`src/rtl/ac_pkg.sv`:
```
// Shared types and constants for the AC fan/compressor driver slice.
// Holds the fan FSM encoding, speed limit, controller modes and the speed-to-duty mapping.
package ac_pkg;

    typedef enum logic [1:0] {
        FAN_IDLE = 2'd0,
        FAN_RAMP = 2'd1,
        FAN_RUN  = 2'd2
    } fan_state_e;

    localparam int unsigned FAN_SPEED_MAX = 4;

    typedef enum logic [1:0] {
        MODE_OFF        = 2'd0,
        MODE_AUTOMATIC  = 2'd1,
        MODE_FAST_COOL  = 2'd2,
        MODE_ECO        = 2'd3
    } ac_mode_e;

    // Speeds above the maximum are clamped, so illegal codes drive full duty.
    function automatic logic [7:0] speed_to_duty(input logic [2:0] fan_speed,
                                                 input int unsigned period);
        int unsigned spd;
        spd = (32'(fan_speed) > FAN_SPEED_MAX) ? FAN_SPEED_MAX : 32'(fan_speed);
        return 8'((spd * period) / FAN_SPEED_MAX);
    endfunction

endpackage

```
`src/rtl/ac_fan_driver_if.sv`:
```
// Bundle between the AC controller (master) and the fan driver (slave).
// AC_FAN_TACH_EN adds the tachometer input and stall flag.
interface ac_fan_driver_if;

    logic [2:0] fan_speed;
    logic [7:0] fan_heat;
    logic       fan_pwm;
    logic [7:0] duty_cur;
    logic       comp_en;
    logic [7:0] coil_setpoint;
    logic       ramping;
    logic       speed_err;
`ifdef AC_FAN_TACH_EN
    logic       fan_tach;
    logic       fan_stall;
`endif

    modport slave (
        input  fan_speed,
        input  fan_heat,
`ifdef AC_FAN_TACH_EN
        input  fan_tach,
        output fan_stall,
`endif
        output fan_pwm,
        output duty_cur,
        output comp_en,
        output coil_setpoint,
        output ramping,
        output speed_err
    );

    modport master (
        output fan_speed,
        output fan_heat,
`ifdef AC_FAN_TACH_EN
        output fan_tach,
        input  fan_stall,
`endif
        input  fan_pwm,
        input  duty_cur,
        input  comp_en,
        input  coil_setpoint,
        input  ramping,
        input  speed_err
    );

endinterface

```
`src/rtl/ac_pwm_gen.sv`:
```
// PWM period counter, ramp tick generation and registered duty compare.
// tick marks the last cycle of every RAMP_PERIODS-th PWM period.
module ac_pwm_gen #(
    parameter int unsigned PWM_PERIOD   = 100,
    parameter int unsigned RAMP_PERIODS = 4
) (
    input  logic       clk,
    input  logic       reset,
    input  logic [7:0] duty,
    output logic       fan_pwm,
    output logic       tick
);

    localparam int unsigned PCW = (RAMP_PERIODS > 1) ? $clog2(RAMP_PERIODS) : 1;

    logic [7:0]     pwm_cnt_q, pwm_cnt_d;
    logic [PCW-1:0] period_cnt_q, period_cnt_d;
    logic           fan_pwm_q, fan_pwm_d;
    logic           wrap;

    always_comb begin
        wrap         = (pwm_cnt_q == 8'(PWM_PERIOD - 1));
        tick         = wrap && (period_cnt_q == PCW'(RAMP_PERIODS - 1));
        pwm_cnt_d    = wrap ? '0 : pwm_cnt_q + 8'd1;
        period_cnt_d = period_cnt_q;
        if (tick) begin
            period_cnt_d = '0;
        end else if (wrap) begin
            period_cnt_d = period_cnt_q + PCW'(1);
        end
        fan_pwm_d    = (pwm_cnt_q < duty);
    end

    always_ff @(posedge clk) begin
        if (reset) begin
            pwm_cnt_q    <= '0;
            period_cnt_q <= '0;
            fan_pwm_q    <= 1'b0;
        end else begin
            pwm_cnt_q    <= pwm_cnt_d;
            period_cnt_q <= period_cnt_d;
            fan_pwm_q    <= fan_pwm_d;
        end
    end

    assign fan_pwm = fan_pwm_q;

endmodule

```
`src/rtl/ac_fan_driver.sv`:
```
// Fan duty soft-ramp FSM with compressor anti-short-cycle lockout and coil setpoint forwarding.
// Optional AC_FAN_TACH_EN adds a tach watchdog that latches fan_stall and shuts the fan down.
module ac_fan_driver
    import ac_pkg::*;
#(
    parameter int unsigned PWM_PERIOD     = 100,
    parameter int unsigned RAMP_PERIODS   = 4,
    parameter int unsigned RAMP_INC       = 5,
    parameter int unsigned MIN_OFF_CYCLES = 1000
`ifdef AC_FAN_TACH_EN
  , parameter int unsigned STALL_CYCLES   = 20000
`endif
) (
    input  logic            clk,
    input  logic            reset,
    ac_fan_driver_if.slave  bus
);

    localparam int unsigned LW = $clog2(MIN_OFF_CYCLES + 1);

    fan_state_e    state_q, state_d;
    logic [7:0]    duty_q, duty_d;
    logic [7:0]    duty_tgt, duty_step;
    logic [7:0]    coil_q, coil_d;
    logic          comp_en_q, comp_en_d;
    logic          speed_err_q, speed_err_d;
    logic [LW-1:0] lockout_q, lockout_d;
    logic          tick;
    logic          stall;
    logic          pwm_out;

    // One ramp step toward the target, landing exactly on it in either direction.
    function automatic logic [7:0] ramp_toward(input logic [7:0] cur, input logic [7:0] tgt);
        int unsigned c, t;
        c = 32'(cur);
        t = 32'(tgt);
        if (c < t) begin
            return (t - c > RAMP_INC) ? 8'(c + RAMP_INC) : tgt;
        end
        return (c - t > RAMP_INC) ? 8'(c - RAMP_INC) : tgt;
    endfunction

    ac_pwm_gen #(
        .PWM_PERIOD   (PWM_PERIOD),
        .RAMP_PERIODS (RAMP_PERIODS)
    ) u_pwm_gen (
        .clk     (clk),
        .reset   (reset),
        .duty    (duty_q),
        .fan_pwm (pwm_out),
        .tick    (tick)
    );

`ifdef AC_FAN_TACH_EN
    localparam int unsigned SW = $clog2(STALL_CYCLES + 1);

    logic          tach_q;
    logic [SW-1:0] wd_q, wd_d;
    logic          stall_q, stall_d;

    always_comb begin
        wd_d    = '0;
        stall_d = stall_q;
        if (state_q == FAN_RUN && duty_q != '0) begin
            if (bus.fan_tach && !tach_q) begin
                wd_d = '0;
            end else if (wd_q != SW'(STALL_CYCLES)) begin
                wd_d = wd_q + SW'(1);
            end else begin
                wd_d = wd_q;
            end
        end
        if (wd_d == SW'(STALL_CYCLES)) begin
            stall_d = 1'b1;
        end
        if (duty_tgt == '0) begin
            stall_d = 1'b0;
        end
    end

    always_ff @(posedge clk) begin
        if (reset) begin
            tach_q  <= 1'b0;
            wd_q    <= '0;
            stall_q <= 1'b0;
        end else begin
            tach_q  <= bus.fan_tach;
            wd_q    <= wd_d;
            stall_q <= stall_d;
        end
    end

    assign stall         = stall_q;
    assign bus.fan_stall = stall_q;
`else
    assign stall = 1'b0;
`endif

    always_comb begin
        duty_tgt  = speed_to_duty(bus.fan_speed, PWM_PERIOD);
        duty_step = ramp_toward(duty_q, duty_tgt);
        state_d   = state_q;
        duty_d    = duty_q;

        unique case (state_q)
            FAN_IDLE: begin
                duty_d = '0;
                if (duty_tgt != '0) begin
                    state_d = FAN_RAMP;
                end
            end
            FAN_RAMP: begin
                if (tick) begin
                    duty_d = duty_step;
                    if (duty_step == duty_tgt) begin
                        state_d = (duty_tgt != '0) ? FAN_RUN : FAN_IDLE;
                    end
                end
            end
            FAN_RUN: begin
                if (duty_tgt != duty_q) begin
                    state_d = FAN_RAMP;
                end
            end
            default: begin
                state_d = FAN_IDLE;
                duty_d  = '0;
            end
        endcase

        if (stall) begin
            state_d = FAN_IDLE;
            duty_d  = '0;
        end

        // Once on, the compressor rides through ramps; only a zero target or stall drops it.
        comp_en_d = (duty_tgt != '0) && !stall &&
                    (comp_en_q || (state_q == FAN_RUN && lockout_q == '0));

        if (comp_en_q && !comp_en_d) begin
            lockout_d = LW'(MIN_OFF_CYCLES);
        end else if (!comp_en_q && lockout_q != '0) begin
            lockout_d = lockout_q - LW'(1);
        end else begin
            lockout_d = lockout_q;
        end

        coil_d      = comp_en_q ? bus.fan_heat : '0;
        speed_err_d = speed_err_q | (bus.fan_speed > 3'(FAN_SPEED_MAX));
    end

    always_ff @(posedge clk) begin
        if (reset) begin
            state_q     <= FAN_IDLE;
            duty_q      <= '0;
            comp_en_q   <= 1'b0;
            lockout_q   <= LW'(MIN_OFF_CYCLES);
            coil_q      <= '0;
            speed_err_q <= 1'b0;
        end else begin
            state_q     <= state_d;
            duty_q      <= duty_d;
            comp_en_q   <= comp_en_d;
            lockout_q   <= lockout_d;
            coil_q      <= coil_d;
            speed_err_q <= speed_err_d;
        end
    end

    assign bus.fan_pwm       = pwm_out;
    assign bus.duty_cur      = duty_q;
    assign bus.comp_en       = comp_en_q;
    assign bus.coil_setpoint = coil_q;
    assign bus.ramping       = (state_q == FAN_RAMP);
    assign bus.speed_err     = speed_err_q;

endmodule

```
`src/flat_wrapper.sv`:
```
// flat-port wrapper written by rule: the top's interface ports become plain ports
module ac_fan_driver_flat import ac_pkg::*;
#(
    parameter int unsigned PWM_PERIOD     = 100,
    parameter int unsigned RAMP_PERIODS   = 4,
    parameter int unsigned RAMP_INC       = 5,
    parameter int unsigned MIN_OFF_CYCLES = 1000

)
  (clk, reset, bus_fan_speed, bus_fan_heat, bus_fan_pwm, bus_duty_cur, bus_comp_en, bus_coil_setpoint, bus_ramping, bus_speed_err);
  ac_fan_driver_if bus_i ();
  input  logic clk;
  input  logic reset;
  input wire logic [$bits(bus_i.fan_speed)-1:0] bus_fan_speed;
  input wire logic [$bits(bus_i.fan_heat)-1:0] bus_fan_heat;
  output wire logic [$bits(bus_i.fan_pwm)-1:0] bus_fan_pwm;
  output wire logic [$bits(bus_i.duty_cur)-1:0] bus_duty_cur;
  output wire logic [$bits(bus_i.comp_en)-1:0] bus_comp_en;
  output wire logic [$bits(bus_i.coil_setpoint)-1:0] bus_coil_setpoint;
  output wire logic [$bits(bus_i.ramping)-1:0] bus_ramping;
  output wire logic [$bits(bus_i.speed_err)-1:0] bus_speed_err;
  assign bus_i.fan_speed = bus_fan_speed;
  assign bus_i.fan_heat = bus_fan_heat;
  assign bus_fan_pwm = bus_i.fan_pwm;
  assign bus_duty_cur = bus_i.duty_cur;
  assign bus_comp_en = bus_i.comp_en;
  assign bus_coil_setpoint = bus_i.coil_setpoint;
  assign bus_ramping = bus_i.ramping;
  assign bus_speed_err = bus_i.speed_err;
  ac_fan_driver #(.PWM_PERIOD(PWM_PERIOD), .RAMP_PERIODS(RAMP_PERIODS), .RAMP_INC(RAMP_INC), .MIN_OFF_CYCLES(MIN_OFF_CYCLES)) u_core (.clk(clk), .reset(reset), .bus(bus_i));
endmodule
```
`config.mk`:
```
export PLATFORM = sky130hd
export DESIGN_NAME = ac_fan_driver_flat
export DESIGN_NICKNAME = d
export VERILOG_FILES = /design/src/rtl/ac_pkg.sv /design/src/rtl/ac_fan_driver_if.sv /design/src/rtl/ac_pwm_gen.sv /design/src/rtl/ac_fan_driver.sv /design/src/flat_wrapper.sv
export SDC_FILE = /design/constraint.sdc
export NUM_CORES = 1
export LEC_CHECK = 0
export CAP_MARGIN = 10
export CORE_MARGIN = 2
export CORE_UTILIZATION = 50
export DETAILED_ROUTE_END_ITERATION = 10
export HOLD_SLACK_MARGIN = 0.03
export PLACE_DENSITY = 0.71
export SYNTH_ARGS = -nofsm -noshare
export SYNTH_HDL_FRONTEND = slang
export SYNTH_HIERARCHICAL = 1
export SYNTH_SLANG_ARGS = --single-unit
```
`constraint.sdc`:
```
create_clock -name clk -period 6.9 [get_ports clk]
set_clock_uncertainty 0.15 [all_clocks]
set_input_delay 1.38 -clock clk [delete_from_list [all_inputs] [get_ports clk]]
set_output_delay 1.38 -clock clk [all_outputs]
set_load 0.03 [all_outputs]
```
==> results.md, run 1 <==
Yosys:
- Sorting the synthesized cells by how often they occur yields sky130_fd_sc_hd__a21oi_1, sky130_fd_sc_hd__dfxtp_1, sky130_fd_sc_hd__inv_1.
- The count of unique library cells instantiated by Yosys is 65.
- The async set or reset register ratio after synthesis is 0%.
- When the netlist entered floorplanning its net count stood at about 470.
- A synthesized cell averages roughly 7.7 um^2.
- The most used flip-flop cell after synthesis is sky130_fd_sc_hd__dfxtp_1.
- In this run, synthesis inferred 0 flip-flops with an integrated enable.
- The share of the Yosys chip area taken by registers is 25.11%.
- In the post-synthesis netlist, the biggest area contributors are sky130_fd_sc_hd__dfxtp_1, sky130_fd_sc_hd__ha_1, sky130_fd_sc_hd__a21oi_1, sky130_fd_sc_hd__xnor2_1, sky130_fd_sc_hd__inv_1.
- The post-synth design cell area is 3269 um^2.
- After synthesis, the largest area contributor takes up approximately a quarter of total cell area.
- Synthesis handed over a netlist of around 420 instances.
- The total of flip-flops plus latches after synthesis is around 40.
- The Yosys step of the flow raised 6 warnings.
- The cell with the most instances after synthesis is sky130_fd_sc_hd__a21oi_1.
- The cell type contributing the most total cell area after synthesis is sky130_fd_sc_hd__dfxtp_1.

CTS:
- The clock drives 41 sinks.
- After clock tree synthesis, the clock-pin slew on the worst setup and hold paths is approximately 70 ps.
- The number of setup buffers added after CTS is 0.
- In this run, CTS created clock tree buffers numbering 5.
- The H-tree generated during clock tree synthesis spans 2 levels.
- At the later pin of the worst-skew pair, clock insertion delay measures just under 300 ps.
- The root buffer cell is sky130_fd_sc_hd__clkbuf_8.
- TritonCTS built the clock tree.
- Counting along the longest clock path gives a buffer depth of 2.
- Post-CTS repair changed the size of 0 cells.
- The number of buffers added to fix hold violations after cts is 0.

Detailed routing:
- The via count normalized by instance count is between 5 and 6.
- The first routing iteration left ~180 violations.
- The average routed wire per standard cell is roughly 16 um.
- Before antenna repair, the detailed router went through 5 iterations.
- The vias after detailed routing is 3128.
- The remaining number of nets flagged by the antenna check after routing is 0.
- The number of design rule violations left after detail routing is 0.
- The sum of routed wire length over all layers is 8300 um.

Critical path:
- The most numerous cell type found on the critical path is sky130_fd_sc_hd__ha_1.
- The largest single stage delay on the critical path is roughly 600 ps.
- The data required time of the critical path is between 6000 and 7000 ps.
- The critical path depth in cells is 16.
- The category of the worst setup path capture point is a register.
- The slowest library cell on the worst path is sky130_fd_sc_hd__clkdlybuf4s50_1.
- The kind of start point of the critical path is an input pin.
- The cell family with the largest share of critical-path delay is simple AND/OR/NAND/NOR gates.
- Traced cell by cell, the critical path runs through clkdlybuf4s50_1, nor2b_4, inv_2, ha_1, inv_1, ha_1, ha_1, nand2_1, o31a_1, or4_4, nor3_2, a211oi_1, a2111oi_0, a21oi_1, or4b_1, a21oi_1.
- In this run the worst path has a maximum fanout of 8.
- The worst setup path is of the in -> reg kind.
- The critical path contains buffers and inverters numbering 3 combined.
- The signal arrival time at the worst endpoint is just over 6000 ps.
- The worst reg-to-reg path cell count is 12.

STA:
- The number of slew-limit violations in the final report is 0.
- Setup repair after global routing left no endpoint under its margin.
- Summed over all failing endpoints, the final setup total negative slack is 0 ps.
- Static timing analysis puts the maximum clock frequency at between 150 and 200 MHz.
- The pin slew with the least headroom to its limit is around 780 ps.
- The tightest hold path in the finished design has a slack of 304.0 ps.
- The portion of the clock cycle consumed by the worst path in the final layout is 87.99%.
- In this run the tightest slew margin relative to its limit is 48.12%.
- Subtracting the final worst setup slack from the clock period gives 6071 ps.
- The final number of hold-violating endpoints is 0.
- The final setup violation count is 0.

Floorplanning:
- 33 I/O pins were placed.
- The initial standard-cell utilization of the core is between 50% and 60%.
- The die is 84.86 um tall.
- The floorplan step defined a die boundary enclosing slightly above 7000 um^2.
- Measured along the x axis, the die boundary spans between 80 and 90 um.
- The area of the core region is approximately 6300 um^2.
- Row generation in the floorplan step produced 29 rows.

Global routing:
- The number of antenna violations at the first check in global routing is 0.
- The number of global-route vias before repair was approximately 2.9k.
- The all-layer global routing usage is 23.35%.
- The maximum number of pins on one net before global-route repair is 22.
- Global routing finished with a remaining overflow of 0.
- The first global-routing pass estimated 13730 um of wire.

Finish:
- In the final design database the tool counted 492 nets.
- The area growth from synthesis to final layout is 14.16%.
- The fraction of the core area covered by cells at the end of the flow is approximately 60%.
- Leaving out filler cells and counting taps, the final layout contains ~530.
- The total inserted antenna cells is 0.
- The share of post-route cells with drive strength above 1 is 4.241%.

Placed design:
- Summed over all nets, the half-perimeter wirelength after detailed placement is 6230 um.
- At the end of routability-driven placement, the weighted congestion stood at approximately 0.96.
- The count of port buffers added during placement is 32.
- The number of cells in the design after placement is slightly above 500.

Worst hold path:
- The number of cells on the worst hold path is 2.
- In this run the worst hold path is classified as reg -> reg.

Power and ir drop:
- The peak supply drop is 103.0 uV.
- For this design the static power due to leakage is 1.405 nW.
- The power per cell area is ~150 nW/um^2.

Job:
- The number of max-cap violations is 0.

Outcome:
- The flow ran to the end, and the final reports show no timing, DRC or antenna violations.
==> cell type report <==
type / instances / area [um^2]
clock buffers: 5 / 68.82
clock inverters: 2 / 35.03
fillers: 576 / 2618
inverters: 39 / 146.4
multi-input cells: 327 / 2230
flip-flops and latches: 41 / 820.8
well taps: 77 / 96.34
repair buffers: 34 / 335.3
==> cells in the final DEF (no fill, tap or decap), drive strengths merged, types with 4 or more instances in the layout <==
cell type	Yosys	layout
or3	8	8
o21ai	24	24
nand2	31	31
and2	10	10
ha	31	31
a21o	6	6
nor4	4	4
dfxtp	41	41
nor3	12	12
inv	38	38
a21oi	43	43
clkdlybuf4s50	0	32
and3	4	4
o21a	6	6
nor2b	6	6
xnor2	22	22
a2111oi	4	4
a211oi	5	5
clkbuf	12	5
xor2	7	7
or4	4	4
nand3	13	13
a31oi	5	5
o211ai	5	5
nor2	28	28
a221oi	4	4
==> registers in the layout, summed over array words and instances (netlist names) <==
name and flops:
u_core/bus.coil_setpoint 8, u_core/bus.comp_en 1, u_core/bus.duty_cur 8, u_core/bus.speed_err 1, u_core/lockout_q 10, u_core/state_q 2, u_core/u_pwm_gen/fan_pwm 1, u_core/u_pwm_gen/period_cnt_q 2
u_core/u_pwm_gen/pwm_cnt_q 8
==> path summary, 6_finish.rpt <==
check,start,end,slack [ps]
max reg2reg,u_core/bus.duty_cur[3]$_SDFFE_PP0P_,u_core/state_q[1]$_SDFFE_PP0P_,2020
min reg2reg,u_core/bus.speed_err$_SDFF_PP0_,u_core/bus.speed_err$_SDFF_PP0_,300
max,bus_fan_speed[1],u_core/state_q[1]$_SDFFE_PP0P_,830
min,u_core/bus.speed_err$_SDFF_PP0_,u_core/bus.speed_err$_SDFF_PP0_,300
==> per-layer routing <==
metal | vias up | track usage (%) | share of wire, %
li1 | 1571 | - | -
met1 | 1459 | 32.27 | 48
met5 | - | 0 | 0
met3 | 14 | 4.961 | 5.5
met4 | 0 | 6.349 | 1.6
met2 | 84 | 37.08 | 45
==> power by group <==
part	total [mW]	switching, mW	internal (mW)
logic	0.118	0.0680	0.0505
registers	0.253	0.00823	0.244
clock network	0.184	0.0791	0.105
total	0.555	0.155	0.400
==> tightest hold or removal path: stages, from the launching register on <==
cell                      delay (ps)
sky130_fd_sc_hd__dfxtp_1         310
sky130_fd_sc_hd__inv_1            50
sky130_fd_sc_hd__a21oi_1          50
==> cells by family after synthesis <==
logic type	Yosys count	share of synthesized area, %
XOR/XNOR	29	7.769
AND/OR/NAND/NOR	133	21.66
AO/OA/AOI/OAI	131	26.37
flip-flops	41	25.11
buffers and inverters	55	6.697
adder cells (fa/ha/maj)	31	11.86
other	2	0.2297
multiplexers	1	0.3062
==> through the flow <==
step / area (um^2) / power [mW] / setup WS (ps)
after floorplan: 3269 / 0.3432 / 1399
after global placement: 3628 / 0.3720 / 686.9
after detailed placement: 3628 / 0.3740 / 594.0
after CTS: 3732 / 0.5598 / 866.8
after global routing: 3732 / 0.5852 / 562.5
final: 3732 / 0.5554 / 828.6
Power figures use the tool's default switching activity.
==> run 2, diff against run 1 <==
--- a/config.mk
+++ b/config.mk
@@ -9,7 +9,7 @@
 export CORE_MARGIN = 2
 export CORE_UTILIZATION = 50
 export DETAILED_ROUTE_END_ITERATION = 10
-export HOLD_SLACK_MARGIN = 0.03
+export HOLD_SLACK_MARGIN = 0.06
 export PLACE_DENSITY = 0.71
 export SYNTH_ARGS = -nofsm -noshare
 export SYNTH_HDL_FRONTEND = slang
==> results of run 2 <==
The final DEF is identical to that of run 1; final timing and power are the same.
